### src/rtl/square_pipelined.sv
// Fully pipelined unsigned squarer: one shift-add stage per operand bit plus an output register.
// Optional macro SQUARE_PIPELINED_STALL_EN adds an 'enable' input that freezes the whole pipeline.
module square_pipelined #(
  parameter int INPUT_BITS = 8
) (
  input  logic                    clk,
  input  logic                    reset_n,
  input  logic                    start,
`ifdef SQUARE_PIPELINED_STALL_EN
  input  logic                    enable,
`endif
  input  logic [INPUT_BITS-1:0]   root,
  output logic                    data_valid,
  output logic [2*INPUT_BITS-1:0] square
);

  localparam int OUTPUT_BITS = 2 * INPUT_BITS;

  logic [INPUT_BITS-1:0]  x_q [INPUT_BITS];
  logic [INPUT_BITS-1:0]  x_d [INPUT_BITS];
  logic [OUTPUT_BITS-1:0] p_q [INPUT_BITS];
  logic [OUTPUT_BITS-1:0] p_d [INPUT_BITS];
  logic [INPUT_BITS-1:0]  v_q;
  logic [INPUT_BITS-1:0]  v_d;
  logic [OUTPUT_BITS-1:0] square_q;
  logic                   data_valid_q;
  logic                   advance;

`ifdef SQUARE_PIPELINED_STALL_EN
  assign advance = enable;
`else
  assign advance = 1'b1;
`endif

  assign x_d[0] = root;
  assign v_d[0] = start;
  assign p_d[0] = root[0] ? OUTPUT_BITS'(root) : '0;

  // Stage gi adds the operand weighted by its bit gi to the running partial sum.
  generate
    for (genvar gi = 1; gi < INPUT_BITS; gi++) begin : g_stage
      assign x_d[gi] = x_q[gi-1];
      assign v_d[gi] = v_q[gi-1];
      assign p_d[gi] = p_q[gi-1] +
                       (x_q[gi-1][gi] ? (OUTPUT_BITS'(x_q[gi-1]) << gi) : '0);
    end
  endgenerate

  always_ff @(posedge clk or negedge reset_n) begin
    if (!reset_n) begin
      for (int i = 0; i < INPUT_BITS; i++) begin
        x_q[i] <= '0;
        p_q[i] <= '0;
      end
      v_q          <= '0;
      square_q     <= '0;
      data_valid_q <= 1'b0;
    end else if (advance) begin
      for (int i = 0; i < INPUT_BITS; i++) begin
        x_q[i] <= x_d[i];
        p_q[i] <= p_d[i];
      end
      v_q          <= v_d;
      square_q     <= p_q[INPUT_BITS-1];
      data_valid_q <= v_q[INPUT_BITS-1];
    end
  end

  assign square     = square_q;
  assign data_valid = data_valid_q;

endmodule

### config.mk
export PLATFORM = sky130hd
export DESIGN_NAME = square_pipelined
export DESIGN_NICKNAME = d
export VERILOG_FILES = /design/src/rtl/square_pipelined.sv
export SDC_FILE = /design/constraint.sdc
export NUM_CORES = 1
export LEC_CHECK = 0
export CORE_UTILIZATION = 50
export DETAILED_ROUTE_END_ITERATION = 16
export HOLD_SLACK_MARGIN = 0.1
export MAX_ROUTING_LAYER = met4
export PLACE_DENSITY = 0.68
export SYNTH_ARGS = -nofsm -noshare
export SYNTH_HDL_FRONTEND = slang
export SYNTH_SLANG_ARGS = --single-unit
### constraint.sdc
create_clock -name clk -period 3.51 [get_ports clk]
set_clock_uncertainty 0.2 [all_clocks]
set_input_delay 0.5265 -clock clk [delete_from_list [all_inputs] [get_ports clk]]
set_output_delay 0.5265 -clock clk [all_outputs]
set_load 0.03 [all_outputs]
# After elaboration in Yosys (flattened, before gate mapping)
# Index checks and enable logic that the tools add are counted.
# totals
ff_bits	201
latch_bits	0
ram_bits	0
rom_bits	0
input_bits	11
memories	0
# classes
addsub	7
multipliers	0
div_mod_pow	0
magnitude_cmp	0
n_eq_ne	0
shift	0
mux	8
n_bitwise	0
n_reduce_logical	0
# ops
operator	count
adder 16 x 10 -> 16 bit	1
adder 16 x 11 -> 16 bit	1
adder 16 x 12 -> 16 bit	1
adder 16 x 13 -> 16 bit	1
adder 16 x 14 -> 16 bit	1
adder 16 x 15 -> 16 bit	1
2-to-1 mux 15 bit	1
2-to-1 mux 14 bit	1
2-to-1 mux 13 bit	1
2-to-1 mux 12 bit	1
2-to-1 mux 11 bit	1
adder 8 x 9 -> 10 bit	1
2-to-1 mux 10 bit	1
2-to-1 mux 9 bit	1
2-to-1 mux 8 bit	1

# Depth between registers and ports, before layout
# Gate-level depths: netlist (run 1).
# logic_depth
word_depth	2
mapped_depth	8
ltp_nobuf	8

# Worst setup path before layout (run 1)
# No wires, ideal clock.
# synth_path
path_type	flip-flop to flip-flop
startpoint	reg x_q (netlist bit x_d[7])
endpoint	reg p_q[15] in the netlist's numbering
t_arrival_ns	1.872
required_ns	3.178
setup_slack_ns	1.307
path_stages_with_launch	9
path_buffers	0
period_less_slack_ns	2.203
path_cell_list	dfrtp_1 -> and2_1 -> ha_1 -> fa_1 -> a21o_1 -> a21oi_2 -> nor2_1 -> a211oi_2 -> a21oi_1
# synth_rtl
item	line	source
start, declared	19	logic [INPUT_BITS-1:0] x_q [INPUT_BITS];
start signal, assigned by index	60	x_q[i] <= x_d[i];
end signal, assigned by index	61	p_q[i] <= p_d[i];
end, declared	21	logic [OUTPUT_BITS-1:0] p_q [INPUT_BITS];

==> flow_metrics.tcl, run 1 <==
set metrics [dict create \
    ys_seq_elements 173 \
    syn-instance-count 461 \
    grt_overflow 0 \
    yosysUniqueCellTypes 28 \
    synth_xor_area_share_pct 5.58 \
    p_leak_nw 3.62 \
    cts_buffer_depth 2 \
    grt_first_pass_wirelength_mm 15.9 \
    max_slew.worst_pin.slew_ns 0.780 \
    synth.area.mux_share_pct 0 \
    synth_top_area_cell "dfrtp_1" \
    critical_path_class "reg2reg" \
    cp-end-kind "register" \
    crit_buf_inv 0 \
    vias_per_cell 4.96 \
    yosysSeqAreaShare_pct 65.7 \
    clockRootBuffer "clkbuf_16" \
    hold_class "reg2reg" \
    cp_data_arrival_time_ns 2.57 \
    dp_hpwl_mm 6.36 \
    die_area_um2 13600 \
    fin_crit_sh_pct 69.5 \
    synth_top_family_by_area "adder cells" \
    rows 41 \
    timing.fmax_ghz 0.410 \
    post_cts.repair.setup_buffers 0 \
    syn-num-nets 534 \
    num_vias 3453 \
    die_w_um 117 \
    grt_usage_pct 16.2 \
    antenna_found_initial 0 \
    clock_latency_ns 0.42 \
    drv_slew 0 \
    die_h_um 117 \
    outcome "completed" \
    portBuffers 27 \
    drt-pass1-iter-count 4 \
    synthAdderAreaFrac_pct 12.6 \
    initial_utilization_pct 51.8 \
    critPathMaxFanout 8 \
    ant_nets 0 \
    synth_compound_area_share_pct 7.65 \
    cp_cell_sequence "and2_1 > ha_1 > fa_1 > a21o_1 > a21oi_2 > nor2_1 > a211oi_2 > xnor2_1" \
    yosys.area_share.simple_pct 8.14 \
    p_per_area_nw_per_um2 760 \
    hold_viol_final 0 \
    place_congestion 0.763 \
    post-place-cells 663 \
    wl_per_cell_um 12.9 \
    n_antenna_cell 0 \
    critPathTopFamily "compound AO/OA/AOI/OAI gates" \
    drtIter0Drc 141 \
    cts_sinks 173 \
    setup_viol 0 \
    fin_cells 696 \
    rsz0062_at_grt "no" \
    netlist_area_um2 6590 \
    max_slew_margin_pct 48.0 \
    route.detailed.drc 0 \
    startpoint_type "register" \
    core_um2 12700 \
    grt_pass1_vias 3776 \
    cpPeakStageDelay_ns 0.45 \
    finalPower_w 0.00586 \
    clkTransAtPathRegs_ns 0.06 \
    syn_to_final_growth_pct 17.1 \
    layout-drive-gt1-share_pct 7.44 \
    max_cap_viol_count 0 \
    finalSetupTns_ns 0 \
    required_ns 3.64 \
    cp_slowest_cell "dfrtp_1" \
    post_cts_resized 0 \
    synth_area_leaders "dfrtp_1 66%, ha_1 10%, and2_1 5.2%" \
    cts_tree "yes" \
    synth_top_cell_area_share_pct 65.7 \
    min_period_ns 2.44 \
    routed_wl_mm 9.00 \
    syn-mean-instance-area_um2 14.3 \
    htreeDepth 4 \
    grt_max_degree 91 \
    io_pins 28 \
    nNetsFinal 584 \
    cts_buffers 17 \
    synth_warnings 0 \
    peakVddDrop_v 0.000394 \
]
## metrics by stage
stage	cell area (um^2)	worst slack (ns)	hold WS (ns)	util [%]
after floorplan	6590	1.31	0.0309	-
after global placement	7110	1.15	0.131	55.9
after detailed placement	7110	1.09	0.135	55.9
after CTS	7720	1.03	0.149	60.7
after global routing	7720	0.890	0.155	60.7
final	7720	1.07	0.148	60.7
## sequential cells by signal, indices dropped and copies added, names as in the netlist
name / count
v_q: 8
square: 16
x_d: 55
data_valid: 1
p_q: 93
## cell usage after synthesis
master	number
a211oi_1	1
a211oi_2	1
a21boi_1	1
a21o_1	13
a21oi_1	32
a21oi_2	2
and2_1	55
and2b_1	2
and3b_1	2
dfrtp_1	173
fa_1	7
ha_1	55
inv_1	7
nand2_1	11
nand2b_1	1
nand3_1	3
nand3b_1	1
nor2_1	13
nor2b_1	2
nor3_1	2
nor4_1	3
o21a_1	5
o21ai_0	17
o21ai_1	2
o21bai_1	7
o41ai_2	1
xnor2_1	26
xor2_1	16
## placed cells by master (no fill, tap or decap), types with 16 or more instances in the layout
master	instances
dfrtp_1	173
and2_1	55
ha_1	55
a21oi_1	32
xnor2_1	26
clkdlybuf4s50_1	26
o21ai_0	17
clkbuf_16	17
xor2_1	16
## cell type report
class | instances | area, um^2
Tap cell | 172 | 215
Clock inverter | 12 | 138
Fill cell | 994 | 5000
Timing Repair Buffer | 31 | 317
Multi-Input combinational cell | 281 | 2240
Clock buffer | 20 | 457
Inverter | 7 | 26.3
Sequential cell | 173 | 4330
## kinds of logic after synthesis
kind of cell / after synthesis
flip-flops: 173
adder cells (fa/ha/maj): 62
XOR/XNOR: 42
AND/OR/NAND/NOR: 95
AO/OA/AOI/OAI: 82
buffers and inverters: 7
## timing repair
item,4_1_cts,5_1_grt
hold buffers,1,0
setup endpoints to repair,0,0
endpoints found under the hold margin,87,0
## routing by layer
metal / global-route usage, % / share of wire (%) / wire length (um)
met1: 14.2 / 36 / 3230
met2: 30.0 / 58 / 5190
met3: 5.97 / 3.7 / 335
met4: 8.52 / 2.8 / 250
met5: - / 0 / 0
## report_power, final
group,leakage (nW),switching [W],internal [W]
registers,2.06,0.000163,0.00247
clock network,0.275,0.000746,0.00109
logic,1.29,0.000750,0.000646
total,3.62,0.00166,0.00421
## worst paths after layout
kind                                        from                    to  slack [ns]  cells after the start
worst max-delay path            x_d[7]$_DFF_PN0_     p_q[13]$_DFF_PN0_        1.07                      8
worst min-delay path            v_q[7]$_DFF_PN0_  data_valid$_DFF_PN0_        0.15                      0
worst max register to register  x_d[7]$_DFF_PN0_     p_q[13]$_DFF_PN0_        1.07                      8
worst min register to register  v_q[7]$_DFF_PN0_  data_valid$_DFF_PN0_        0.15                      0
max in group asynchronous                reset_n     x_d[29]$_DFF_PN0_        1.82                      3
min in group asynchronous                reset_n  data_valid$_DFF_PN0_        0.53                      2
## worst register-to-register path, delay by kind of cell (launching register included)
family                   cells  cell delay (ns)
AO/OA/AOI/OAI                3             0.66
AND/OR/NAND/NOR              2             0.25
adder cells (fa/ha/maj)      2             0.61
flip-flops                   1             0.45
XOR/XNOR                     1             0.17
Power figures use the tool's default switching activity.
==> inputs of run 2 (changes only) <==
==> constraint.sdc (replaced) <==
create_clock -name clk -period 2.36 [get_ports clk]
set_clock_uncertainty 0.2 [all_clocks]
set_input_delay 0.354 -clock clk [delete_from_list [all_inputs] [get_ports clk]]
set_output_delay 0.354 -clock clk [all_outputs]
set_load 0.03 [all_outputs]
==> flow_metrics.tcl, run 2 (synthesized netlist as in run 1, its figures left out) <==
set metrics [dict create \
    place_congestion 0.816 \
    grt_max_degree 61 \
    rows 41 \
    die_w_um 117 \
    num_vias 3541 \
    core_um2 12700 \
    grt_usage_pct 16.8 \
    grt_pass1_vias 3875 \
    fin_crit_sh_pct 95.4 \
    startpoint_type "register" \
    min_period_ns 2.25 \
    layout-drive-gt1-share_pct 11.2 \
    clkTransAtPathRegs_ns 0.06 \
    drtIter0Drc 131 \
    max_slew_margin_pct 64.9 \
    route.detailed.drc 0 \
    max_slew.worst_pin.slew_ns 0.527 \
    drt-pass1-iter-count 4 \
    rsz0062_at_grt "yes" \
    antenna_found_initial 0 \
    finalHoldWorstSlack_ns 0.146 \
    clock_latency_ns 0.42 \
    p_per_area_nw_per_um2 1140 \
    syn_to_final_growth_pct 19.5 \
    critPathMaxFanout 2 \
    clockRootBuffer "clkbuf_16" \
    critical_path_class "reg2reg" \
    cp_data_arrival_time_ns 2.34 \
    peakVddDrop_v 0.000530 \
    drv_slew 0 \
    finalPower_w 0.00899 \
    io_pins 28 \
    initial_utilization_pct 51.8 \
    timing.fmax_ghz 0.444 \
    place_ws_ns 0.0424 \
    cts_buffer_depth 2 \
    hold_viol_final 0 \
    dp_hpwl_mm 6.64 \
    setup_viol 0 \
    outcome "completed" \
    n_antenna_cell 0 \
    cp-end-kind "register" \
    die_h_um 117 \
    postLayoutSetupSlackWorst_ns 0.108 \
    cts_sinks 173 \
    die_area_um2 13600 \
    largest_reg_flops 93 \
    routed_wl_mm 9.30 \
    layout_commonest_cell "dfrtp_1" \
    required_ns 2.45 \
    wl_per_cell_um 13.2 \
    cts_buffers 17 \
    p_leak_nw 3.69 \
    top_register "p_q" \
    cts_tree "yes" \
    nNetsFinal 594 \
    grt_overflow 0 \
    hold_class "reg2reg" \
    max_cap_viol_count 0 \
    final_cell_mix "173 x dfrtp_1, 55 x and2_1, 55 x ha_1" \
    ant_nets 0 \
    htreeDepth 4 \
    vias_per_cell 5.02 \
    grt_first_pass_wirelength_mm 16.3 \
    portBuffers 27 \
]
==> run 2: what timing repair did <==
item	CTS	global route
resized for setup	0	14
endpoints found under the hold margin	60	0
setup buffers	0	1
endpoints found under the setup margin	0	8
hold buffers	1	0
==> run 2: path summary, 6_finish.rpt <==
check                                  start  depth (start not counted)             endpoint  slack, ns
max                        x_d[21]$_DFF_PN0_                          8    p_q[45]$_DFF_PN0_       0.11
min                         p_q[3]$_DFF_PN0_                          0  square[3]$_DFF_PN0_       0.15
max reg2reg                x_d[21]$_DFF_PN0_                          8    p_q[45]$_DFF_PN0_       0.11
min reg2reg                 p_q[3]$_DFF_PN0_                          0  square[3]$_DFF_PN0_       0.15
max in group asynchronous            reset_n                          3    p_q[73]$_DFF_PN0_       1.02
min in group asynchronous            reset_n                          2     v_q[4]$_DFF_PN0_       0.26
==> run 2: final cells by class <==
type                            instances  area, um^2
Sequential cell                       173        4330
Multi-Input combinational cell        281        2280
Fill cell                             985        4840
Clock inverter                          8         129
Tap cell                              172         215
Timing Repair Buffer                   41         392
Clock buffer                           24         512
Inverter                                7        26.3
==> run 2: through the flow <==
stage / cell area, um^2 / std cells / setup TNS, ns / util, %
2_1_floorplan: 6590 / 461 / 0 / -
3_3_place_gp: 7180 / 672 / 0 / 56.5
3_5_place_dp: 7180 / 672 / 0 / 56.5
4_1_cts: 7830 / 705 / 0 / 61.6
5_1_grt: 7880 / 706 / -0.0108 / 61.9
6_report: 7880 / 706 / 0 / 61.9
==> run 2: critical path, stage by stage (launching register included) <==
cell and delay [ns]:
dfrtp_1 0.37, and2_1 0.15, ha_1 0.21, fa_2 0.37, a21o_1 0.18, a21oi_2 0.17, o21ai_1 0.12, nor4_1 0.29
a21oi_1 0.06
==> run 2: routing by layer <==
layer | vias to the layer above | global-route usage, % | wire length, um
met1 | 1800 | 14.5 | 3380
met5 | - | - | 0
met4 | 0 | 6.16 | 123
li1 | 1685 | - | -
met3 | 12 | 6.33 | 291
met2 | 44 | 32.3 | 5510
==> run 2: where the power goes <==
group	total (W)	switching [W]	internal [W]	leakage [nW]
Clock	0.00292	0.00108	0.00184	0.301
Combinational	0.00216	0.00116	0.00100	1.33
Sequential	0.00392	0.000243	0.00367	2.06
Total	0.00899	0.00248	0.00652	3.69
==> inputs of run 3 (changes only) <==
--- a/config.mk
+++ b/config.mk
@@ -5,11 +5,10 @@
 export SDC_FILE = /design/constraint.sdc
 export NUM_CORES = 1
 export LEC_CHECK = 0
-export CORE_UTILIZATION = 50
+export CORE_UTILIZATION = 38
 export DETAILED_ROUTE_END_ITERATION = 16
 export HOLD_SLACK_MARGIN = 0.1
 export MAX_ROUTING_LAYER = met4
-export PLACE_DENSITY = 0.68
 export SYNTH_ARGS = -nofsm -noshare
 export SYNTH_HDL_FRONTEND = slang
 export SYNTH_SLANG_ARGS = --single-unit
==> flow_metrics.tcl, run 3 (synthesized netlist as in run 1, its figures left out) <==
set metrics [dict create \
    outcome "completed" \
    drt-pass1-iter-count 4 \
    grt_overflow 0 \
    peakVddDrop_v 0.000578 \
    cp_data_arrival_time_ns 2.38 \
    max_slew.worst_pin.slew_ns 0.413 \
    timing.fmax_ghz 0.435 \
    hold_class "reg2reg" \
    p_leak_nw 3.67 \
    vias_per_cell 4.61 \
    cts_tree "yes" \
    syn_to_final_growth_pct 19.5 \
    die_area_um2 17900 \
    fillerInstances 1455 \
    grt_usage_pct 11.7 \
    critPathMaxFanout 2 \
    seqCellArea_um2 4330 \
    initial_utilization_pct 39.3 \
    ant_nets 0 \
    antenna_found_initial 0 \
    layout_commonest_cell "dfrtp_1" \
    htreeDepth 4 \
    cts_buffer_depth 2 \
    num_vias 3461 \
    die_h_um 134 \
    routed_wl_mm 8.74 \
    hold_viol_final 0 \
    fin_crit_sh_pct 97.4 \
    rrSetupSlack_ns 0.06 \
    route.detailed.drc 0 \
    max_slew_margin_pct 72.1 \
    io_pins 28 \
    critical_path_class "reg2reg" \
    top_register "p_q" \
    max_cap_viol_count 0 \
    finalSetupTns_ns 0 \
    n_antenna_cell 0 \
    min_period_ns 2.30 \
    cts_buffers 17 \
    nNetsFinal 592 \
    place_congestion 0.805 \
    drv_slew 0 \
    startpoint_type "register" \
    rows 47 \
    core_um2 16800 \
    dp_hpwl_mm 6.22 \
    clockRootBuffer "clkbuf_16" \
    grt_first_pass_wirelength_mm 15.7 \
    die_w_um 134 \
    multi_input_area_um2 2270 \
    p_per_area_nw_per_um2 1110 \
    grt_max_degree 60 \
    grt_pass1_vias 3667 \
    wl_per_cell_um 11.6 \
    final_cell_mix "173 x dfrtp_1, 55 x and2_1, 55 x ha_1" \
    cp-end-kind "register" \
    clock_latency_ns 0.41 \
    clkTransAtPathRegs_ns 0.06 \
    cts_sinks 173 \
    setup_viol 0 \
    fin_util_pct 47.0 \
    drtIter0Drc 99 \
    layout-drive-gt1-share_pct 9.98 \
    portBuffers 27 \
    required_ns 2.44 \
    largest_reg_flops 93 \
]
-- run 3: layer usage --
metal  GRT usage, %  wire length [um]  share of wire, %  vias up
li1               -                 -                 -     1690
met1           10.8              3270                37     1713
met2           21.2              5010                57       43
met3           4.22               300               3.4       15
met4           5.56               153               1.8        0
met5              -                 0                 0        -
-- run 3: final timing paths --
path,from,to,cells after the start
worst max-delay path,x_d[21]$_DFF_PN0_,p_q[45]$_DFF_PN0_,8
worst min-delay path,p_q[66]$_DFF_PN0_,p_q[50]$_DFF_PN0_,0
worst max register to register,x_d[21]$_DFF_PN0_,p_q[45]$_DFF_PN0_,8
worst min register to register,p_q[66]$_DFF_PN0_,p_q[50]$_DFF_PN0_,0
max in group asynchronous,reset_n,p_q[113]$_DFF_PN0_,3
min in group asynchronous,reset_n,data_valid$_DFF_PN0_,2
-- run 3: critical path, stage by stage (launching register included) --
cell	delay [ns]
dfrtp_1	0.37
and2_1	0.16
ha_1	0.21
fa_2	0.37
a21o_1	0.18
a21oi_2	0.15
o21ai_1	0.12
nor4_1	0.33
a21oi_1	0.08
-- run 3: cell type report --
class / instances / area share [%]
clock buffer: 20 / 5.67
clock inverter: 11 / 1.83
inverter: 7 / 0.334
multi-input combinational: 281 / 28.8
sequential: 173 / 55.0
tap: 220 / 3.49
timing repair buffer: 39 / 4.94
-- run 3: what timing repair did --
item | CTS | global route
gates resized for setup | 0 | 10
hold buffers | 1 | 0
endpoints found under the setup margin | 0 | 8
buffers inserted | 0 | 1
endpoints found under the hold margin | 143 | 0
-- run 3: through the flow --
stage | hold slack [ns] | setup WS, ns | cells | area (um^2) | power [W]
finish | 0.145 | 0.0621 | 751 | 7880 | 0.00876
global route | 0.150 | -0.0290 | 751 | 7880 | 0.00929
CTS | 0.148 | 0.00197 | 750 | 7840 | 0.00885
detailed placement | 0.103 | 0.0647 | 718 | 7240 | 0.00607
global placement | 0.103 | 0.0959 | 718 | 7240 | 0.00600
floorplan | -0.142 | 0.157 | 461 | 6590 | 0.00543
-- run 3: power by group --
part           internal, W  total (W)  switching [W]  leakage (nW)
sequential         0.00367    0.00390       0.000228          2.06
combinational      0.00100    0.00213        0.00113          1.33
clock              0.00168    0.00273        0.00105         0.290
